===== config.mk =====
export PLATFORM = sky130hd
export DESIGN_NAME = spi_prog_slave_flat
export DESIGN_NICKNAME = d
export VERILOG_FILES = /design/src/rtl/spi_prog_slave_if.sv /design/src/rtl/spi_prog_slave.sv /design/src/flat_wrapper.sv
export SDC_FILE = /design/constraint.sdc
export NUM_CORES = 1
export LEC_CHECK = 0
export CAP_MARGIN = 5
export CELL_PAD_IN_SITES_DETAIL_PLACEMENT = 1
export CELL_PAD_IN_SITES_GLOBAL_PLACEMENT = 2
export CORE_MARGIN = 3
export CORE_UTILIZATION = 38
export DETAILED_ROUTE_END_ITERATION = 16
export GPL_ROUTABILITY_DRIVEN = 0
export GPL_TIMING_DRIVEN = 0
export PLACE_DENSITY = 0.8
export SLEW_MARGIN = 20
export SYNTH_ARGS = -nofsm -noshare
export SYNTH_HDL_FRONTEND = slang
export SYNTH_SLANG_ARGS = --single-unit

===== constraint.sdc =====
create_clock -name sys_clk -period 2.2 [get_ports sys_clk]
set_input_delay 0.55 -clock sys_clk [delete_from_list [all_inputs] [get_ports sys_clk]]
set_output_delay 0.55 -clock sys_clk [all_outputs]
set_load 0.02 [all_outputs]

===== src/rtl/spi_prog_slave_if.sv =====
// ---------------------------------------------------------------------------
// spi_prog_slave_if
// Purpose : groups the SPI pins and the byte-wide program-memory port of the
//           SPI programming slave into one bundle.
// Signals : sclk/ss_n/mosi/miso - SPI mode 0 link to the bench master
//           mem_addr/mem_wdata/mem_we/mem_re/mem_rdata - program memory port
//           busy/wr_done - transaction status
// Modports: slave  - the spi_prog_slave side
//           master - the environment side (SPI master plus memory)
// ---------------------------------------------------------------------------
interface spi_prog_slave_if #(
  parameter int ADDR_W = 8
);
  logic              sclk;
  logic              ss_n;
  logic              mosi;
  logic              miso;
  logic [ADDR_W-1:0] mem_addr;
  logic [7:0]        mem_wdata;
  logic              mem_we;
  logic              mem_re;
  logic [7:0]        mem_rdata;
  logic              busy;
  logic              wr_done;

  modport slave (
    input  sclk, ss_n, mosi, mem_rdata,
    output miso, mem_addr, mem_wdata, mem_we, mem_re, busy, wr_done
  );

  modport master (
    output sclk, ss_n, mosi, mem_rdata,
    input  miso, mem_addr, mem_wdata, mem_we, mem_re, busy, wr_done
  );
endinterface


===== src/rtl/spi_prog_slave.sv =====
// ---------------------------------------------------------------------------
// spi_prog_slave
// Purpose : SPI mode 0 slave decoding a flash-style protocol (0x02 write,
//           0x03 read, 4-byte big-endian address, auto-increment data stream)
//           into byte accesses on the program memory port. Every SPI pin is
//           oversampled in the sys_clk domain; nothing runs on sclk.
// Ports   : sys_clk   - system clock, at least 8x the SCLK rate
//           sys_rst_n - asynchronous active-low reset
//           bus       - spi_prog_slave_if.slave (SPI pins, memory port,
//                       busy and wr_done status)
// ---------------------------------------------------------------------------
module spi_prog_slave #(
  parameter int ADDR_W = 8
) (
  input logic             sys_clk,
  input logic             sys_rst_n,
  spi_prog_slave_if.slave bus
);

  typedef enum logic [2:0] {
    ST_IDLE, ST_CMD, ST_ADDR, ST_DUMMY, ST_WDATA, ST_RDATA, ST_IGNORE
  } state_t;

  state_t            r_state;
  logic              r_sclk_s1, r_sclk_s2, r_sclk_s3;
  logic              r_ss_s1, r_ss_s2;
  logic              r_mosi_s1, r_mosi_s2;
  logic              r_armed;
  logic [2:0]        r_bit_cnt;
  logic [7:0]        r_rx;
  logic [7:0]        r_byte;
  logic              r_byte_vld;
  logic [31:0]       r_addr;
  logic [1:0]        r_addr_cnt;
  logic              r_write;
  logic              r_wrote;
  logic [7:0]        r_tx_buf;
  logic [7:0]        r_tx_shift;
  logic              r_re_d;
  logic              r_miso;
  logic [ADDR_W-1:0] r_mem_addr;
  logic [7:0]        r_mem_wdata;
  logic              r_mem_we;
  logic              r_mem_re;
  logic              r_busy;
  logic              r_wr_done;

  logic              w_rise;
  logic              w_fall;
  logic [31:0]       w_addr_next;
  logic [31:0]       w_addr_inc;

  assign w_rise      = r_sclk_s2 & ~r_sclk_s3;
  assign w_fall      = ~r_sclk_s2 & r_sclk_s3;
  assign w_addr_next = {r_addr[23:0], r_byte};
  assign w_addr_inc  = r_addr + 32'd1;

  assign bus.miso      = r_miso;
  assign bus.mem_addr  = r_mem_addr;
  assign bus.mem_wdata = r_mem_wdata;
  assign bus.mem_we    = r_mem_we;
  assign bus.mem_re    = r_mem_re;
  assign bus.busy      = r_busy;
  assign bus.wr_done   = r_wr_done;

  // Two-flop synchronisers plus a third sclk stage for edge detection.
  // ss_n resets to "selected" so the block cannot arm until a genuine high
  // level on ss_n has travelled through the synchroniser.
  always_ff @(posedge sys_clk or negedge sys_rst_n) begin
    if (!sys_rst_n) begin
      r_sclk_s1 <= 1'b0;
      r_sclk_s2 <= 1'b0;
      r_sclk_s3 <= 1'b0;
      r_ss_s1   <= 1'b0;
      r_ss_s2   <= 1'b0;
      r_mosi_s1 <= 1'b0;
      r_mosi_s2 <= 1'b0;
    end else begin
      r_sclk_s1 <= bus.sclk;
      r_sclk_s2 <= r_sclk_s1;
      r_sclk_s3 <= r_sclk_s2;
      r_ss_s1   <= bus.ss_n;
      r_ss_s2   <= r_ss_s1;
      r_mosi_s1 <= bus.mosi;
      r_mosi_s2 <= r_mosi_s1;
    end
  end

  // Receive shifter. A completed byte is handed to the FSM through r_byte
  // with a one-cycle valid, which is the extra stage that places the memory
  // strobes on the third edge after sclk is first sampled high.
  always_ff @(posedge sys_clk or negedge sys_rst_n) begin
    if (!sys_rst_n) begin
      r_bit_cnt  <= 3'd0;
      r_rx       <= 8'h00;
      r_byte     <= 8'h00;
      r_byte_vld <= 1'b0;
    end else begin
      r_byte_vld <= 1'b0;
      if (r_state == ST_IDLE) begin
        r_bit_cnt <= 3'd0;
      end else if (w_rise) begin
        r_rx      <= {r_rx[6:0], r_mosi_s2};
        r_bit_cnt <= r_bit_cnt + 3'd1;
        if (r_bit_cnt == 3'd7) begin
          r_byte     <= {r_rx[6:0], r_mosi_s2};
          r_byte_vld <= 1'b1;
        end
      end
    end
  end

  // Protocol FSM with registered memory strobes and status. Deselect wins
  // over any byte arriving in the same cycle, so a partial or late byte is
  // never committed. r_armed keeps a frame that was cut by reset from being
  // picked up halfway through.
  always_ff @(posedge sys_clk or negedge sys_rst_n) begin
    if (!sys_rst_n) begin
      r_state     <= ST_IDLE;
      r_armed     <= 1'b0;
      r_addr      <= 32'd0;
      r_addr_cnt  <= 2'd0;
      r_write     <= 1'b0;
      r_wrote     <= 1'b0;
      r_mem_addr  <= '0;
      r_mem_wdata <= 8'h00;
      r_mem_we    <= 1'b0;
      r_mem_re    <= 1'b0;
      r_busy      <= 1'b0;
      r_wr_done   <= 1'b0;
    end else begin
      r_mem_we  <= 1'b0;
      r_mem_re  <= 1'b0;
      r_wr_done <= 1'b0;
      if (r_ss_s2) r_armed <= 1'b1;
      if (r_state != ST_IDLE && r_ss_s2) begin
        r_state   <= ST_IDLE;
        r_busy    <= 1'b0;
        r_wr_done <= r_write & r_wrote;
      end else begin
        case (r_state)
          ST_IDLE: begin
            if (r_armed && !r_ss_s2) begin
              r_state    <= ST_CMD;
              r_busy     <= 1'b1;
              r_addr_cnt <= 2'd0;
              r_write    <= 1'b0;
              r_wrote    <= 1'b0;
            end
          end
          ST_CMD: begin
            if (r_byte_vld) begin
              case (r_byte)
                8'h02: begin r_state <= ST_ADDR; r_write <= 1'b1; end
                8'h03: begin r_state <= ST_ADDR; r_write <= 1'b0; end
                default: r_state <= ST_IGNORE;
              endcase
            end
          end
          ST_ADDR: begin
            if (r_byte_vld) begin
              r_addr     <= w_addr_next;
              r_addr_cnt <= r_addr_cnt + 2'd1;
              if (r_addr_cnt == 2'd3) begin
                if (r_write) begin
                  r_state <= ST_WDATA;
                end else begin
                  // Prefetch the first read byte while the dummy byte runs.
                  r_state    <= ST_DUMMY;
                  r_mem_addr <= w_addr_next[ADDR_W-1:0];
                  r_mem_re   <= 1'b1;
                end
              end
            end
          end
          ST_DUMMY: begin
            if (r_byte_vld) r_state <= ST_RDATA;
          end
          ST_WDATA: begin
            if (r_byte_vld) begin
              r_mem_we    <= 1'b1;
              r_mem_wdata <= r_byte;
              r_mem_addr  <= r_addr[ADDR_W-1:0];
              r_addr      <= w_addr_inc;
              r_wrote     <= 1'b1;
            end
          end
          ST_RDATA: begin
            if (r_byte_vld) begin
              r_addr     <= w_addr_inc;
              r_mem_addr <= w_addr_inc[ADDR_W-1:0];
              r_mem_re   <= 1'b1;
            end
          end
          default: ;
        endcase
      end
    end
  end

  // Transmit path. Read data arrives one cycle after mem_re and is parked in
  // r_tx_buf; the falling edge that starts a byte (bit_cnt back at 0) moves
  // it into the shifter. miso is registered from the shifter's next MSB.
  always_ff @(posedge sys_clk or negedge sys_rst_n) begin
    if (!sys_rst_n) begin
      r_re_d     <= 1'b0;
      r_tx_buf   <= 8'h00;
      r_tx_shift <= 8'h00;
      r_miso     <= 1'b0;
    end else begin
      r_re_d <= r_mem_re;
      if (r_re_d) r_tx_buf <= bus.mem_rdata;
      if (r_state != ST_RDATA) begin
        r_tx_shift <= 8'h00;
        r_miso     <= 1'b0;
      end else if (w_fall) begin
        if (r_bit_cnt == 3'd0) begin
          r_tx_shift <= r_tx_buf;
          r_miso     <= r_tx_buf[7];
        end else begin
          r_tx_shift <= {r_tx_shift[6:0], 1'b0};
          r_miso     <= r_tx_shift[6];
        end
      end
    end
  end

endmodule


===== src/flat_wrapper.sv =====
// flat-port wrapper written by rule: the top's interface ports become plain ports
module spi_prog_slave_flat 
#(
  parameter int ADDR_W = 8
)
  (sys_clk, sys_rst_n, bus_sclk, bus_ss_n, bus_mosi, bus_mem_rdata, bus_miso, bus_mem_addr, bus_mem_wdata, bus_mem_we, bus_mem_re, bus_busy, bus_wr_done);
  spi_prog_slave_if #(.ADDR_W(ADDR_W)) bus_i ();
  input logic sys_clk;
  input logic sys_rst_n;
  input wire logic [$bits(bus_i.sclk)-1:0] bus_sclk;
  input wire logic [$bits(bus_i.ss_n)-1:0] bus_ss_n;
  input wire logic [$bits(bus_i.mosi)-1:0] bus_mosi;
  input wire logic [$bits(bus_i.mem_rdata)-1:0] bus_mem_rdata;
  output wire logic [$bits(bus_i.miso)-1:0] bus_miso;
  output wire logic [$bits(bus_i.mem_addr)-1:0] bus_mem_addr;
  output wire logic [$bits(bus_i.mem_wdata)-1:0] bus_mem_wdata;
  output wire logic [$bits(bus_i.mem_we)-1:0] bus_mem_we;
  output wire logic [$bits(bus_i.mem_re)-1:0] bus_mem_re;
  output wire logic [$bits(bus_i.busy)-1:0] bus_busy;
  output wire logic [$bits(bus_i.wr_done)-1:0] bus_wr_done;
  assign bus_i.sclk = bus_sclk;
  assign bus_i.ss_n = bus_ss_n;
  assign bus_i.mosi = bus_mosi;
  assign bus_i.mem_rdata = bus_mem_rdata;
  assign bus_miso = bus_i.miso;
  assign bus_mem_addr = bus_i.mem_addr;
  assign bus_mem_wdata = bus_i.mem_wdata;
  assign bus_mem_we = bus_i.mem_we;
  assign bus_mem_re = bus_i.mem_re;
  assign bus_busy = bus_i.busy;
  assign bus_wr_done = bus_i.wr_done;
  spi_prog_slave #(.ADDR_W(ADDR_W)) u_core (.sys_clk(sys_clk), .sys_rst_n(sys_rst_n), .bus(bus_i));
endmodule

; ---- Word level (Yosys, flattened, before mapping)
; Cells that the tools add are included.
[word_totals]
ff_bits = 103
word_cells = 139
[op_classes]
n_eq_ne = 24
n_reduce_logical = 28
muxes = 50
add_sub_neg = 3
bitwise_logic = 7
[op_table]
columns = op, n
row1 = 32-bit two-way mux, 2
row2 = 32-bit case mux with 2 select lines, 1
row3 = 8-bit two-way mux, 5
row4 = "32-bit by 1-bit adder with 32-bit output, second input constant", 1
row5 = 3-bit two-way mux, 10
row6 = 8-bit case mux with 3 select lines, 1
row7 = 7-bit two-way mux, 3
row8 = 1-bit two-way mux, 20
row9 = "8-bit by 2-bit equality test with 1-bit output, second input constant", 2
row10 = 2-bit nonzero test, 8
row11 = "3-bit by 1-bit != test with 1-bit output, second input constant", 5
row12 = "2-bit by 1-bit != test with 1-bit output, second input constant", 6
row13 = 3-bit case mux with 4 select lines, 1
row14 = 4-bit AND reduction, 3
row15 = "3-bit equality test, second input constant", 3
row16 = 1-bit case mux with 2 select lines, 4
row17 = 7-bit AND reduction, 1
row18 = "3-bit by 2-bit equality test with 1-bit output, second input constant", 2
row19 = 3-bit logical NOT, 2
row20 = "3-bit != test, second input constant", 2
row21 = 3-bit AND reduction, 2
row22 = 6-bit AND reduction, 1
row23 = 3-bit nonzero test, 2
row24 = 5-bit AND reduction, 1
row25 = other kinds (14), 24

; ---- Logic depth before layout (Yosys ltp)
[depth]
depth_word = 6
depth_mapped = 7
ltp_nobuf = 5

; ---- Worst setup path after synthesis
; Ideal clock, no wire load.
[synth_timing]
path_kind = register to register
from = reg u_core.r_state[0]
to = reg u_core.r_byte[0]
arrival_ns = 1.444
stages_incl_launch_ff = 6
t_required_ns = 2.072
path_slack_ns = 0.628
synth_period_minus_slack_ns = 1.572
cell_sequence = dfrtp_1 -> buf_4 -> nor3_4 -> nor2_4 -> nand2_2 -> mux2_1
[synth_between]
elab_chain_len = 3
[synth_lines]
columns = element, line_no
row1 = from (decl), spi_prog_slave.sv:24  ; state_t r_state;
row2 = from (signal assigned), spi_prog_slave.sv:119  ; r_state <= ST_IDLE;
row3 = from (signal assigned), spi_prog_slave.sv:137  ; r_state <= ST_IDLE;
row4 = from (signal assigned), spi_prog_slave.sv:144  ; r_state <= ST_CMD;
row5 = 3-bit logical NOT, spi_prog_slave.sv:100  ; if (r_state == ST_IDLE) begin
row6 = 1-bit NOT (no line), --
row7 = 3-bit AND reduction (no line), --
row8 = to (signal assigned), spi_prog_slave.sv:106  ; r_byte <= {r_rx[6:0], r_mosi_s2};
row9 = to (decl), spi_prog_slave.sv:31  ; logic [7:0] r_byte;
; No other way between the ends.
; A chain may end at the register's enable or synchronous reset.

; ---- Worst setup path after layout
[layout_timing]
from = reg u_core.r_addr_cnt[0]
to = reg u_core.r_mem_addr[5], in the netlist u_core.bus.mem_addr[5]
[layout_between]
elab_chain_len = 3
[layout_lines]
columns = element, line_no
row1 = from (decl), spi_prog_slave.sv:34  ; logic [1:0] r_addr_cnt;
row2 = from (signal assigned), spi_prog_slave.sv:163  ; r_addr_cnt <= r_addr_cnt + 2'd1;
row3 = 2-bit equality test, spi_prog_slave.sv:164  ; if (r_addr_cnt == 2'd3) begin
row4 = 2-bit by 1-bit != test with 1-bit output (no line), --
row5 = 7-bit AND reduction (no line), --
row6 = to (signal assigned), spi_prog_slave.sv:170  ; r_mem_addr <= w_addr_next[ADDR_W-1:0];
row7 = to (signal assigned), spi_prog_slave.sv:183  ; r_mem_addr <= r_addr[ADDR_W-1:0];
row8 = to (signal assigned), spi_prog_slave.sv:191  ; r_mem_addr <= w_addr_inc[ADDR_W-1:0];
row9 = to (decl), spi_prog_slave.sv:41  ; logic [ADDR_W-1:0] r_mem_addr;
; No other way between the ends.

==> results_tabular.tex <==
\begin{tabular}{lr}
\hline
Metric & Value \\
\hline
\multicolumn{2}{l}{\textbf{Status}} \\
Outcome & finished, final reports clean \\
\multicolumn{2}{l}{\textbf{Route}} \\
Met3 Wirelength & 289 µm \\
Number of design rule violations left after detail routing & 0 \\
Ratio of routed vias to standard cells & 5.22 \\
Vias & 2606 \\
Antenna-violating nets left & 0 \\
Detailed-routing iteration count for the pre-antenna-repair pass & 4 \\
Average detailed-routed wire length per instance & 16.9 µm \\
Routed met1 length & 3980 µm \\
Initial drt markers & 71 \\
Wire length reported by the detailed router & 8450 µm \\
Met2 WL post-DR & 4080 µm \\
Uppermost signal routing layer after detailed routing & met4 \\
\multicolumn{2}{l}{\textbf{Synth}} \\
Synthesized-area fraction occupied by ao, oa, aoi and oai cells & 0.112 \\
Leading register cell type out of synthesis & sky130\_fd\_sc\_hd\_\_dfrtp\_1 \\
Distinct cells, synth & 53 \\
Post-synthesis xor/xnor area fraction & 0.0121 \\
Average cell area after synthesis & 11.3 µm² \\
Total nets after synthesis & 338 \\
Area of the mapped netlist & 3630 µm² \\
Portion of netlist area occupied by mux cells & 0.140 \\
Adder and majority gate portion of the synthesized area & 0.0172 \\
Warnings from Yosys & 0 \\
Fraction of registers with async set or reset after synthesis & 1.00 \\
Number of register bits inferred by synthesis & 79 \\
Post-synth EDFFs & 0 \\
Sequential cell area fraction in the yosys report & 0.545 \\
Largest family of logic cells by synthesized area & multiplexers \\
Post-synthesis simple-gate area fraction & 0.136 \\
Gate count of the mapped netlist & 320 \\
\multicolumn{2}{l}{\textbf{Clock network}} \\
CTS tree & yes \\
CTS Hold Buffers Added & 0 \\
Clock-pin slew of the registers on the worst-case setup and hold paths & 0.09 ns \\
Clock latency of the later-clocked register in the worst-skew pair & 0.36 ns \\
Count of clock tree sinks & 79 \\
Gates resized, CTS repair & 0 \\
Clock Tree Buf Depth & 2 \\
Clock Tree Root & sky130\_fd\_sc\_hd\_\_clkbuf\_8 \\
Cts bufs inserted & 9 \\
H-tree Lvls & 3 \\
Post-CTS setup buffer count & 0 \\
\multicolumn{2}{l}{\textbf{STA}} \\
Final worst path period share & 0.896 \\
Min Tclk post-route & 1.97 ns \\
Setup violations, final & 0 \\
Headroom to the max-slew limit & 0.597 \\
Final count of pins violating max slew & 0 \\
Final worst clock skew & 0.0141 ns \\
Fmax & 0.507 GHz \\
Tightest Pin Transition & 0.604 ns \\
Fin. Hold Viols & 0 \\
Setup repair after global routing missed its margin & false \\
\multicolumn{2}{l}{\textbf{Global routing}} \\
Via count of the first global-routing pass & 2682 \\
Global-route congestion overflow total & 0 \\
Maximum number of pins on one net before global-route repair & 55 \\
GRT Total Usage & 0.168 \\
Initial antenna violation count & 0 \\
Wire length of the first global-routing pass & 14400 µm \\
\multicolumn{2}{l}{\textbf{Floorplanning}} \\
Number of placement rows & 35 \\
Floorplan Core Area & 9240 µm² \\
Starting density of the core & 0.393 \\
Die Outline Area & 10800 µm² \\
Number of ports placed on the die boundary & 34 \\
Die X & 104 µm \\
Die Y & 104 µm \\
\multicolumn{2}{l}{\textbf{Worst setup path}} \\
Critical Path Slowest Stage Cell & sky130\_fd\_sc\_hd\_\_a31oi\_1 \\
Critical Path Source Type & flop \\
Startpoint-to-endpoint class of the critical path & reg -> reg \\
Critical path's largest stage delay & 0.45 ns \\
Depth of the critical timing path with buffers and inverters included & 5 \\
Register-to-register setup slack & 0.23 ns \\
Crit path max-delay family & compound AO/OA/AOI/OAI gates \\
Beginning of the critical path & u\_core.r\_addr\_cnt[0] \\
Worst flop-to-flop path startpoint & u\_core.r\_addr\_cnt[0] \\
Element type at the critical path end & flop \\
Worst Path Buf+Inv & 1 \\
Worst EP required & 2.43 ns \\
Depth of the most critical reg-to-reg path & 5 \\
Capturing point of the worst reg2reg path & u\_core.bus.mem\_addr[5] \\
Endpoint arrival time on the critical path & 2.20 ns \\
Crit path max fanout & 10 \\
Worst path cell trace & ha\_1 > and3b\_1 > a31oi\_1 > buf\_2 > o221ai\_1 \\
Critical path destination & u\_core.bus.mem\_addr[5] \\
\multicolumn{2}{l}{\textbf{Place}} \\
Buffers on Ports & 33 \\
Area post-placement & 4150 µm² \\
Half-perimeter wire length of the detailed placement result & 6060 µm \\
\multicolumn{2}{l}{\textbf{Layout}} \\
FF/Latch Area & 1980 µm² \\
Most common cell after layout, fill and taps aside & sky130\_fd\_sc\_hd\_\_dfrtp\_1 \\
Fin nets & 383 \\
Commonest cells after routing, fill and taps aside & 79 x sky130\_fd\_sc\_hd\_\_dfrtp\_1, 32 x sky130\_fd\_sc\_hd\_\_clkdlybuf4s50\_1, 31 x sky130\_fd\_sc\_hd\_\_nand2\_1 \\
Final core area utilization & 0.470 \\
Design Area, Final & 4340 µm² \\
Multi-input logic area & 1520 µm² \\
Number of inserted filler cells in the final layout & 996 \\
Layout area overhead & 19.7\% \\
N\_diodes & 0 \\
Fraction of final layout cells sized beyond drive strength 1 & 0.130 \\
\multicolumn{2}{l}{\textbf{Flow run}} \\
MaxCap Viol Count & 0 \\
\multicolumn{2}{l}{\textbf{Power and ir drop}} \\
Cell area power density & 653 nW/µm² \\
Peak supply drop & 389 µV \\
Total power & 2.84 mW \\
Leakage dissipation & 1.96 nW \\
\multicolumn{2}{l}{\textbf{Hold path}} \\
Worst min-delay path class & in -> async \\
\hline
\end{tabular}
layout make-up:
class                   instances  share of cell area
repair buffers                 34              0.0818
multi-input cells             215               0.349
flip-flops and latches         79               0.455
clock inverters                 6              0.0159
plain buffers                  20              0.0259
clock buffers                  10              0.0294
well taps                     129              0.0372
inverters                       6             0.00519
flip-flops by register name, summed over array words and instances, names as in the netlist, 2 cells and up:
signal,count
u_core.r_tx_buf,8
u_core.r_tx_shift,7
u_core.bus.mem_addr,8
u_core.r_bit_cnt,3
u_core.r_addr,8
u_core.r_addr_cnt,2
u_core.r_rx,7
u_core.bus.mem_wdata,8
u_core.r_state,3
u_core.r_byte,8
cells by family after synthesis:
family | count (synthesis)
AND/OR/NAND/NOR | 91
flip-flops | 79
AO/OA/AOI/OAI | 67
multiplexers | 47
buffers and inverters | 26
XOR/XNOR | 5
adder cells (fa/ha/maj) | 5
per-stage QoR:
stage	setup TNS [ns]	hold slack, ns	setup WS, ns	cells
CTS	0	0.0932	0.244	499
finish	0	0.0869	0.229	499
detailed placement	0	0.336	0.252	483
floorplan	0	0.254	0.628	320
global placement	-190.49	0.334	-2.42	482
global route	0	0.0962	0.111	499
cells in the mapped netlist (all sizes together), types with 3 or more instances:
library cell	instances	area, µm²
o22ai	3	18.8
clkbuf	6	22.5
nand4	4	25.0
nor2	18	82.6
a21oi	17	92.6
nor2b	4	25.0
a31oi	3	18.8
mux2i	16	160
xnor2	5	43.8
nand2	32	123
mux2	31	349
nor3	6	41.3
buf	14	90.1
inv	6	22.5
dfrtp	79	1980
and3	4	25.0
o21ai	30	150
ha	5	62.6
nand3	7	35.0
metal layers:
layer | global-route usage | vias to the layer above
met2 | 0.266 | 47
li1 | - | 1225
met4 | 0.0484 | 0
met3 | 0.0386 | 7
met1 | 0.231 | 1327
met5 | 0 | -
worst reg2reg max path, cell delays in order (launching register included):
cell and delay, ns:
sky130_fd_sc_hd__dfrtp_1 0.41, sky130_fd_sc_hd__ha_1 0.27, sky130_fd_sc_hd__and3b_1 0.23, sky130_fd_sc_hd__a31oi_1 0.45
sky130_fd_sc_hd__buf_2 0.35, sky130_fd_sc_hd__o221ai_1 0.14
power by group:
| group | switching, mW | internal (mW) | leakage, nW | total [mW] |
|---|---|---|---|---|
| Clock | 0.582 | 0.531 | 0.0968 | 1.11 |
| Sequential | 0.0391 | 1.51 | 1.07 | 1.55 |
| Combinational | 0.0881 | 0.0815 | 0.792 | 0.170 |
worst min path at each step:
stage / end / slack [ns] / startpoint / cells past startpoint
after floorplan: u_core.bus.busy / 0.25 / sys_rst_n / 0
after global placement: u_core.r_ss_s2 / 0.33 / u_core.r_ss_s1 / 0
after detailed placement: u_core.r_sclk_s2 / 0.34 / u_core.r_sclk_s1 / 0
after CTS: u_core.r_addr[2] / 0.09 / sys_rst_n / 1
after global routing: u_core.bus.mem_wdata[2] / 0.1 / sys_rst_n / 1
final: u_core.r_addr[2] / 0.09 / sys_rst_n / 1
Power figures use the tool's default switching activity.
